$ cat src/rtl/pluto_spi_pkg.sv
`default_nettype none
// +--------------------------------------------------------------------------+
// | pluto_spi_pkg                                                            |
// | Shared types, frame layout and field constants for the SPI frame engine. |
// | Revision: 1.0                                                            |
// +--------------------------------------------------------------------------+
package pluto_spi_pkg;

  typedef enum logic [1:0] {
    IDLE  = 2'd0,
    SHIFT = 2'd1,
    DONE  = 2'd2
  } state_t;

  // Word positions relative to N_AXES (velocity words occupy 0..N_AXES-1)
  localparam int c_dout_word_ofs = 0;
  localparam int c_cfg_word_ofs  = 1;

  localparam int c_wdt_bit       = 31;
  localparam int c_dirtime_lsb   = 0;
  localparam int c_spol_bit      = 7;
  localparam int c_steptime_lsb  = 8;
  localparam int c_tap_lsb       = 14;

  function automatic int frame_bytes(input int n_axes);
    return 4 * (n_axes + 2);
  endfunction

endpackage
`default_nettype wire

$ cat src/rtl/pluto_spi_frame_engine_spi_byte_shifter.sv
`default_nettype none
// +--------------------------------------------------------------------------+
// | spi_byte_shifter                                                         |
// | Pin synchronisers, SPI mode edge selection, bit counter, 8-bit shifters. |
// | Revision: 1.0                                                            |
// +--------------------------------------------------------------------------+
module spi_byte_shifter #(
  parameter bit CPOL = 1'b0,
  parameter bit CPHA = 1'b0
) (
  input  logic       clk,
  input  logic       rst_n,
  input  logic       sck,
  input  logic       ssel,
  input  logic       mosi,
  input  logic [7:0] tx_byte,
  output logic       miso,
  output logic       ssel_fall,
  output logic       ssel_rise,
  output logic       rx_valid,
  output logic [7:0] rx_byte,
  output logic       partial
);

  localparam bit c_sample_on_rise = (CPOL == CPHA);

  // [0] metastable, [1] synchronised, [2] edge-detect delay
  logic [2:0] r_sck_sr;
  logic [2:0] r_ssel_sr;
  logic [1:0] r_mosi_sr;
  logic [2:0] r_bit_cnt;
  logic [7:0] r_tx_sr;
  logic [7:0] r_rx_sr;
  logic       r_rx_valid;

  logic w_sck_rise, w_sck_fall, w_sample, w_shift, w_active;

  assign w_sck_rise = r_sck_sr[1] & ~r_sck_sr[2];
  assign w_sck_fall = ~r_sck_sr[1] & r_sck_sr[2];
  assign w_sample   = c_sample_on_rise ? w_sck_rise : w_sck_fall;
  assign w_shift    = c_sample_on_rise ? w_sck_fall : w_sck_rise;
  assign w_active   = ~r_ssel_sr[1];

  assign ssel_fall  = r_ssel_sr[2] & ~r_ssel_sr[1];
  assign ssel_rise  = ~r_ssel_sr[2] & r_ssel_sr[1];

  // SCK chain resets to its idle level so reset release never fakes an edge;
  // SSEL chain resets low so a frame already in progress never looks like a fall.
  always_ff @(posedge clk or negedge rst_n) begin
    if (!rst_n) begin
      r_sck_sr   <= {3{CPOL}};
      r_ssel_sr  <= '0;
      r_mosi_sr  <= '0;
      r_bit_cnt  <= '0;
      r_tx_sr    <= '0;
      r_rx_sr    <= '0;
      r_rx_valid <= 1'b0;
    end else begin
      r_sck_sr   <= {r_sck_sr[1:0], sck};
      r_ssel_sr  <= {r_ssel_sr[1:0], ssel};
      r_mosi_sr  <= {r_mosi_sr[0], mosi};
      r_rx_valid <= 1'b0;
      if (ssel_fall) begin
        r_bit_cnt <= '0;
        r_tx_sr   <= tx_byte;
      end else if (w_active && w_sample) begin
        r_rx_sr    <= {r_rx_sr[6:0], r_mosi_sr[1]};
        r_bit_cnt  <= r_bit_cnt + 3'd1;
        r_rx_valid <= (r_bit_cnt == 3'd7);
      end else if (w_active && w_shift) begin
        // A shift edge at a byte boundary presents the next byte's MSB
        r_tx_sr <= (r_bit_cnt == 3'd0) ? tx_byte : {r_tx_sr[6:0], 1'b0};
      end
    end
  end

  assign miso     = r_tx_sr[7];
  assign rx_valid = r_rx_valid;
  assign rx_byte  = r_rx_sr;
  assign partial  = (r_bit_cnt != 3'd0);

endmodule
`default_nettype wire

$ cat src/rtl/pluto_spi_frame_engine.sv
`default_nettype none
// +--------------------------------------------------------------------------+
// | pluto_spi_frame_engine                                                   |
// | SPI frame engine: atomic position readback, shadowed command commit.     |
// | Revision: 1.0                                                            |
// +--------------------------------------------------------------------------+
module pluto_spi_frame_engine
  import pluto_spi_pkg::*;
#(
  parameter int N_AXES = 4,
  parameter int POS_W  = 21,
  parameter int VEL_W  = 12,
  parameter int DOUT_W = 14,
  parameter int DIN_W  = 16,
  parameter bit CPOL   = 1'b0,
  parameter bit CPHA   = 1'b0
) (
  input  logic                      clk,
  input  logic                      nRESET,
  input  logic                      SCK,
  input  logic                      SSEL,
  input  logic                      MOSI,
  output logic                      MISO,
  input  logic [N_AXES*POS_W-1:0]   pos_flat,
  input  logic [DIN_W-1:0]          din,
  output logic [N_AXES*VEL_W-1:0]   vel_flat,
  output logic [DOUT_W-1:0]         dout,
  output logic [3:0]                dirtime,
  output logic [3:0]                steptime,
  output logic [1:0]                tap,
  output logic                      spolarity,
  output logic                      commit,
  output logic                      frame_err,
  output logic                      wdt_kick
);

  localparam int c_fb        = frame_bytes(N_AXES);
  localparam int c_cnt_w     = $clog2(c_fb + 2);
  localparam int c_dout_word = N_AXES + c_dout_word_ofs;
  localparam int c_cfg_word  = N_AXES + c_cfg_word_ofs;
  localparam logic [c_cnt_w-1:0] c_fb_cnt  = c_cnt_w'(c_fb);
  localparam logic [c_cnt_w-1:0] c_cnt_sat = c_cnt_w'(c_fb + 1);

  state_t                    r_state, w_state_next;
  logic [c_cnt_w-1:0]        r_byte_cnt;
  logic [N_AXES*POS_W-1:0]   r_pos_snap;
  logic [DIN_W-1:0]          r_din_snap;
  logic [c_fb*8-1:0]         r_shadow;
  logic [N_AXES*VEL_W-1:0]   r_vel;
  logic [DOUT_W-1:0]         r_dout;
  logic [3:0]                r_dirtime, r_steptime;
  logic [1:0]                r_tap;
  logic                      r_spolarity, r_commit, r_frame_err, r_wdt_kick;

  logic [c_fb*8-1:0]         w_miso_frame, w_frame_shifted;
  logic [7:0]                w_tx_byte, w_rx_byte;
  logic                      w_ssel_fall, w_ssel_rise, w_rx_valid, w_partial, w_frame_ok;
  logic                      w_unused_shadow;

  spi_byte_shifter #(.CPOL(CPOL), .CPHA(CPHA)) u_shifter (
    .clk       (clk),
    .rst_n     (nRESET),
    .sck       (SCK),
    .ssel      (SSEL),
    .mosi      (MOSI),
    .tx_byte   (w_tx_byte),
    .miso      (MISO),
    .ssel_fall (w_ssel_fall),
    .ssel_rise (w_ssel_rise),
    .rx_valid  (w_rx_valid),
    .rx_byte   (w_rx_byte),
    .partial   (w_partial)
  );

  for (genvar k = 0; k < N_AXES; k++) begin : g_pos_word
    assign w_miso_frame[k*32 +: 32] =
      {{(32-POS_W){r_pos_snap[k*POS_W+POS_W-1]}}, r_pos_snap[k*POS_W +: POS_W]};
  end
  assign w_miso_frame[c_dout_word*32 +: 32] = 32'(r_din_snap);
  assign w_miso_frame[c_cfg_word*32 +: 32]  = '0;

  // Counts at or past the frame end shift everything out, giving 0x00 bytes
  assign w_frame_shifted = w_miso_frame >> {r_byte_cnt, 3'b000};
  // Byte 0 comes from the live positions since the snapshot lands this same edge
  assign w_tx_byte  = w_ssel_fall ? pos_flat[7:0] : w_frame_shifted[7:0];
  assign w_frame_ok = (r_byte_cnt == c_fb_cnt) && !w_partial;

  always_comb begin
    w_state_next = r_state;
    case (r_state)
      IDLE:    if (w_ssel_fall) w_state_next = SHIFT;
      SHIFT:   if (w_ssel_rise) w_state_next = DONE;
      DONE:    w_state_next = w_ssel_fall ? SHIFT : IDLE;
      default: w_state_next = IDLE;
    endcase
  end

  always_ff @(posedge clk or negedge nRESET) begin
    if (!nRESET) begin
      r_state     <= IDLE;
      r_byte_cnt  <= '0;
      r_pos_snap  <= '0;
      r_din_snap  <= '0;
      r_shadow    <= '0;
      r_vel       <= '0;
      r_dout      <= '0;
      r_dirtime   <= '0;
      r_steptime  <= '0;
      r_tap       <= '0;
      r_spolarity <= 1'b0;
      r_commit    <= 1'b0;
      r_frame_err <= 1'b0;
      r_wdt_kick  <= 1'b0;
    end else begin
      r_state     <= w_state_next;
      r_commit    <= 1'b0;
      r_frame_err <= 1'b0;
      r_wdt_kick  <= 1'b0;
      if (w_ssel_fall) begin
        r_pos_snap <= pos_flat;
        r_din_snap <= din;
        r_byte_cnt <= '0;
      end else if (r_state == SHIFT && w_rx_valid) begin
        for (int b = 0; b < c_fb; b++) begin
          if (r_byte_cnt == c_cnt_w'(b)) r_shadow[b*8 +: 8] <= w_rx_byte;
        end
        if (r_byte_cnt != c_cnt_sat) r_byte_cnt <= r_byte_cnt + 1'b1;
      end
      if (r_state == DONE) begin
        if (w_frame_ok) begin
          for (int k = 0; k < N_AXES; k++) begin
            r_vel[k*VEL_W +: VEL_W] <= r_shadow[k*32 +: VEL_W];
          end
          r_dout      <= r_shadow[c_dout_word*32 +: DOUT_W];
          r_dirtime   <= r_shadow[c_cfg_word*32 + c_dirtime_lsb +: 4];
          r_steptime  <= r_shadow[c_cfg_word*32 + c_steptime_lsb +: 4];
          r_tap       <= r_shadow[c_cfg_word*32 + c_tap_lsb +: 2];
          r_spolarity <= r_shadow[c_cfg_word*32 + c_spol_bit];
          r_commit    <= 1'b1;
          r_wdt_kick  <= r_shadow[c_dout_word*32 + c_wdt_bit];
        end else begin
          r_frame_err <= 1'b1;
        end
      end
    end
  end

  // Reserved shadow bits are received but carry no function
  assign w_unused_shadow = ^r_shadow;

  assign vel_flat  = r_vel;
  assign dout      = r_dout;
  assign dirtime   = r_dirtime;
  assign steptime  = r_steptime;
  assign tap       = r_tap;
  assign spolarity = r_spolarity;
  assign commit    = r_commit;
  assign frame_err = r_frame_err;
  assign wdt_kick  = r_wdt_kick;

endmodule
`default_nettype wire

$ cat config.mk
export PLATFORM = sky130hd
export DESIGN_NAME = pluto_spi_frame_engine
export DESIGN_NICKNAME = d
export VERILOG_FILES = /design/src/rtl/pluto_spi_pkg.sv /design/src/rtl/pluto_spi_frame_engine_spi_byte_shifter.sv /design/src/rtl/pluto_spi_frame_engine.sv
export SDC_FILE = /design/constraint.sdc
export NUM_CORES = 1
export LEC_CHECK = 0
export CAP_MARGIN = 20
export CORE_UTILIZATION = 30
export DETAILED_ROUTE_END_ITERATION = 12
export SLEW_MARGIN = 15
export SYNTH_ARGS = -nofsm -noshare
export SYNTH_HDL_FRONTEND = slang
export SYNTH_SLANG_ARGS = --single-unit
$ cat constraint.sdc
create_clock -name clk -period 3.4 [get_ports clk]
set_clock_uncertainty 0.15 [all_clocks]
set_input_delay 0.85 -clock clk [delete_from_list [all_inputs] [get_ports clk]]
set_output_delay 0.85 -clock clk [all_outputs]
set_load 0.005 [all_outputs]
==> flow_metrics.py <==
metrics = {
    "status": {
        "status": "complete, no violations",
    },
    "yosys": {
        "synthFlopType": "dfrtp_1",
        "ys_async_sr_fraction_pct": 100,
        "synthCells": 1006,
        "synth-seq-cells": 285,
        "synthesis.area_um2": 12000,
        "syn_nets": 1117,
        "syn_area_per_cell_um2": 11.9,
        "synth-edff-count": 0,
        "ys_seq_area_share_pct": 59.6,
        "ys_warn_count": 0,
        "synth_cell_types": 50,
    },
    "pwr": {
        "power.share.clock_pct": 42.2,
        "swShare_pct": 24.4,
        "p_int_w": 0.00581,
        "power_frac_seq_pct": 49.8,
        "power.share.combinational_pct": 8.0,
        "p_total_w": 0.00769,
        "cellPowerDensity_nw_per_um2": 501,
        "p_sw_w": 0.00188,
        "ir_drop_uv": 408,
        "p_leak_nw": 7.25,
    },
    "finish": {
        "multi_input_comb_area_um2": 4550,
        "syn2layout_area_growth_pct": 28.3,
        "nFillCells": 3772,
        "seqCellArea_um2": 7130,
        "num_antenna_cells": 0,
        "drive_gt1_share_pct": 19.8,
        "layout.nets": 1291,
        "postLayoutCellArea_um2": 15300,
    },
    "critical_path": {
        "slowest_delay_ps": 770,
        "arrival_ps": 2870,
        "crit_path_end": "u_shifter.r_tx_sr[1]",
        "r2r-start": "r_byte_cnt[0]",
        "reg2reg_slack_ps": 820,
        "path_class": "reg2reg",
        "path_max_fanout": 26,
        "startpoint": "r_byte_cnt[0]",
        "cpMaxStageDelayCell": "dfrtp_2",
        "cp-start-kind": "flip-flop",
        "r2r-end": "u_shifter.r_tx_sr[1]",
        "timing.critical_path.to_type": "flip-flop",
        "crit_chain": "buf_12 > mux4_1 > mux4_2 > nor3_2 > nor2_1",
        "r2r_cells": 5,
        "critPathRequiredTime_ps": 3700,
    },
    "route": {
        "first_pass_iters": 7,
        "postRouteAntennaNets": 0,
        "drt-initial-drc-count": 461,
        "via_per_inst": 4.73,
        "wl_per_cell_um": 17.5,
        "drc_errors": 0,
        "routed_wl_um": 30100,
        "vias": 8118,
    },
    "clocking": {
        "post_cts_resize_count": 0,
        "clockBufferDepth": 3,
        "hold_buffers": 0,
        "h-tree-depth": 1,
        "cts_setup_buffers": 0,
        "cts-buffers-inserted": 31,
        "clock_latency_ps": 570,
        "cts.sink_count": 285,
        "tritoncts": "yes",
        "cts-root-buf": "clkbuf_16",
        "clk_pin_slew_ps": 60,
    },
    "grt": {
        "grt_pass1_wl_um": 48000,
        "met3_usage_pct": 2.70,
        "track_usage_pct": 15.0,
        "grt.overflow.total": 0,
        "grtUsageMet2_pct": 23.7,
        "gr-usage-met1_pct": 20.9,
        "top_usage_layer": "met2",
        "antenna_found_initial": 0,
        "first_global_vias": 8265,
        "grt_max_degree": 76,
    },
    "die": {
        "ios": 182,
        "core_area_um2": 39000,
        "die_width_um": 202,
        "rows": 72,
        "dieArea_um2": 40700,
        "initial_core_util_pct": 30.7,
        "die_y_um": 202,
    },
    "placement": {
        "port_buffers": 181,
        "gp_congestion": 0.815,
        "place_area_um2": 14400,
        "dp_hpwl_um": 21100,
    },
    "sta": {
        "worst_slew_pin_slew_ps": 902,
        "max_freq_mhz": 388,
        "slew_violations": 0,
        "rsz0062_at_grt": "no",
        "slew-limit-headroom_pct": 39.5,
        "setup_viol": 0,
        "hold_viol": 0,
        "finalCriticalPeriod_ps": 2580,
        "tns_ps": 0,
        "period_share_pct": 75.8,
    },
    "worst_hold_path": {
        "hold_class": "in2async",
    },
    "run": {
        "cap_viol_max_count": 0,
    },
}
==> area by class of cell <==
type	instances	area share (%)
timing repair buffer	197	13.0
inverter	11	0.269
clock buffer	44	5.64
tap	518	4.23
multi-input combinational	654	29.6
clock inverter	9	0.775
sequential	285	46.5
==> layer usage <==
| layer | vias up | share of wire [%] |
|---|---|---|
| met4 | 0 | 2.7 |
| met5 | - | 0 |
| met2 | 260 | 46 |
| li1 | 3757 | - |
| met1 | 4048 | 46 |
| met3 | 53 | 5.3 |
==> per-stage QoR <==
stage               setup slack (ps)  hold slack [ps]  util (%)  std cells
floorplan                       1040              181         -       1006
global placement                 862              185      36.8       1665
detailed placement               822              197      36.8       1665
CTS                              803             82.8      39.3       1718
global route                     715              104      39.3       1718
finish                           823             78.6      39.3       1718
==> cell usage after synthesis, types with 3 or more instances <==
master    instances  share of area (%)
o21ai_0          16               0.67
dfrtp_1         285                 60
a31oi_1           3               0.16
mux4_2            6                1.1
and2_1            5               0.26
mux2i_1          22                1.8
buf_2            21               0.88
nand3_1           3               0.13
mux2_2          162                 15
nor3_1            5               0.21
o211ai_1          4               0.25
xnor2_1           3               0.22
o32ai_1           4               0.29
and3_1            4               0.21
nand2_1         317                9.9
inv_1            10               0.31
nor2b_1           7               0.37
nor2_1           19               0.60
o31ai_1           3               0.19
nand2b_1          5               0.26
clkbuf_1         27               0.85
mux4_1           10                2.2
buf_1             4               0.13
a21oi_1          14               0.59
o22ai_1           5               0.26
ha_1              6               0.63
nand4_1           6               0.31
==> worst max-delay path: cells and delay by family (launching register included) <==
kind / cells / cell delay [ps]
buffers and inverters: 1 / 280
DFF: 1 / 770
muxes: 2 / 1060
and+or+nand+nor: 2 / 170
==> cells in the final DEF (no fill, tap or decap), drive strengths merged, types with 3 or more instances in the layout <==
cell           instances
o31ai                  3
o21ai                 16
clkinv                 3
and3                   4
nand2b                 5
clkbuf                44
o32ai                  4
mux2i                 22
and2                   5
nor2                  19
a31oi                  3
dfrtp                285
a21oi                 14
nand3                  3
clkdlybuf4s50        180
o211ai                 4
inv                   13
o22ai                  5
nand4                  6
nor2b                  7
buf                   17
mux2                 162
nor3                   7
nand2                317
mux4                  16
ha                     6
xnor2                  3
==> worst min-delay path by stage <==
stage	end	from	slack [ps]
after floorplan	u_shifter.r_mosi_sr[1]	u_shifter.r_mosi_sr[0]	180
after global placement	u_shifter.r_mosi_sr[1]	u_shifter.r_mosi_sr[0]	190
after detailed placement	u_shifter.r_ssel_sr[1]	u_shifter.r_ssel_sr[0]	200
after CTS	vel_flat[26]	nRESET	80
after global routing	r_shadow[65]	nRESET	100
final	r_shadow[65]	nRESET	80
==> power by group through the flow <==
stage          logic [W]  registers (W)  clock network, W
3_3_place_gp    0.000611        0.00389                 0
4_1_cts         0.000629        0.00384           0.00334
2_1_floorplan   0.000354        0.00375                 0
6_report        0.000615        0.00383           0.00324
5_1_grt         0.000691        0.00386           0.00346
3_5_place_dp    0.000624        0.00390                 0
==> logic make-up after synthesis <==
logic type	count (synthesis)	synth area share, %
buffers and inverters	67	2.58
muxes	200	20.4
xor gates and xnor gates	4	0.293
DFF	285	59.6
AOI/OAI and AO/OA	65	3.61
and+or+nand+nor	379	12.8
adders and majority gates	6	0.628
==> registers in the layout (all words and copies together), names as in the netlist, 2 cells and up <==
signal               cells
dout                    14
u_shifter.rx_byte        8
tap                      2
r_pos_snap              84
steptime                 4
u_shifter.r_ssel_sr      3
u_shifter.r_bit_cnt      3
r_shadow                74
u_shifter.r_sck_sr       3
vel_flat                48
r_byte_cnt               5
r_state                  2
u_shifter.r_tx_sr        8
r_din_snap              16
dirtime                  4
u_shifter.r_mosi_sr      2
No activity file was read; power rests on OpenSTA's default activity.
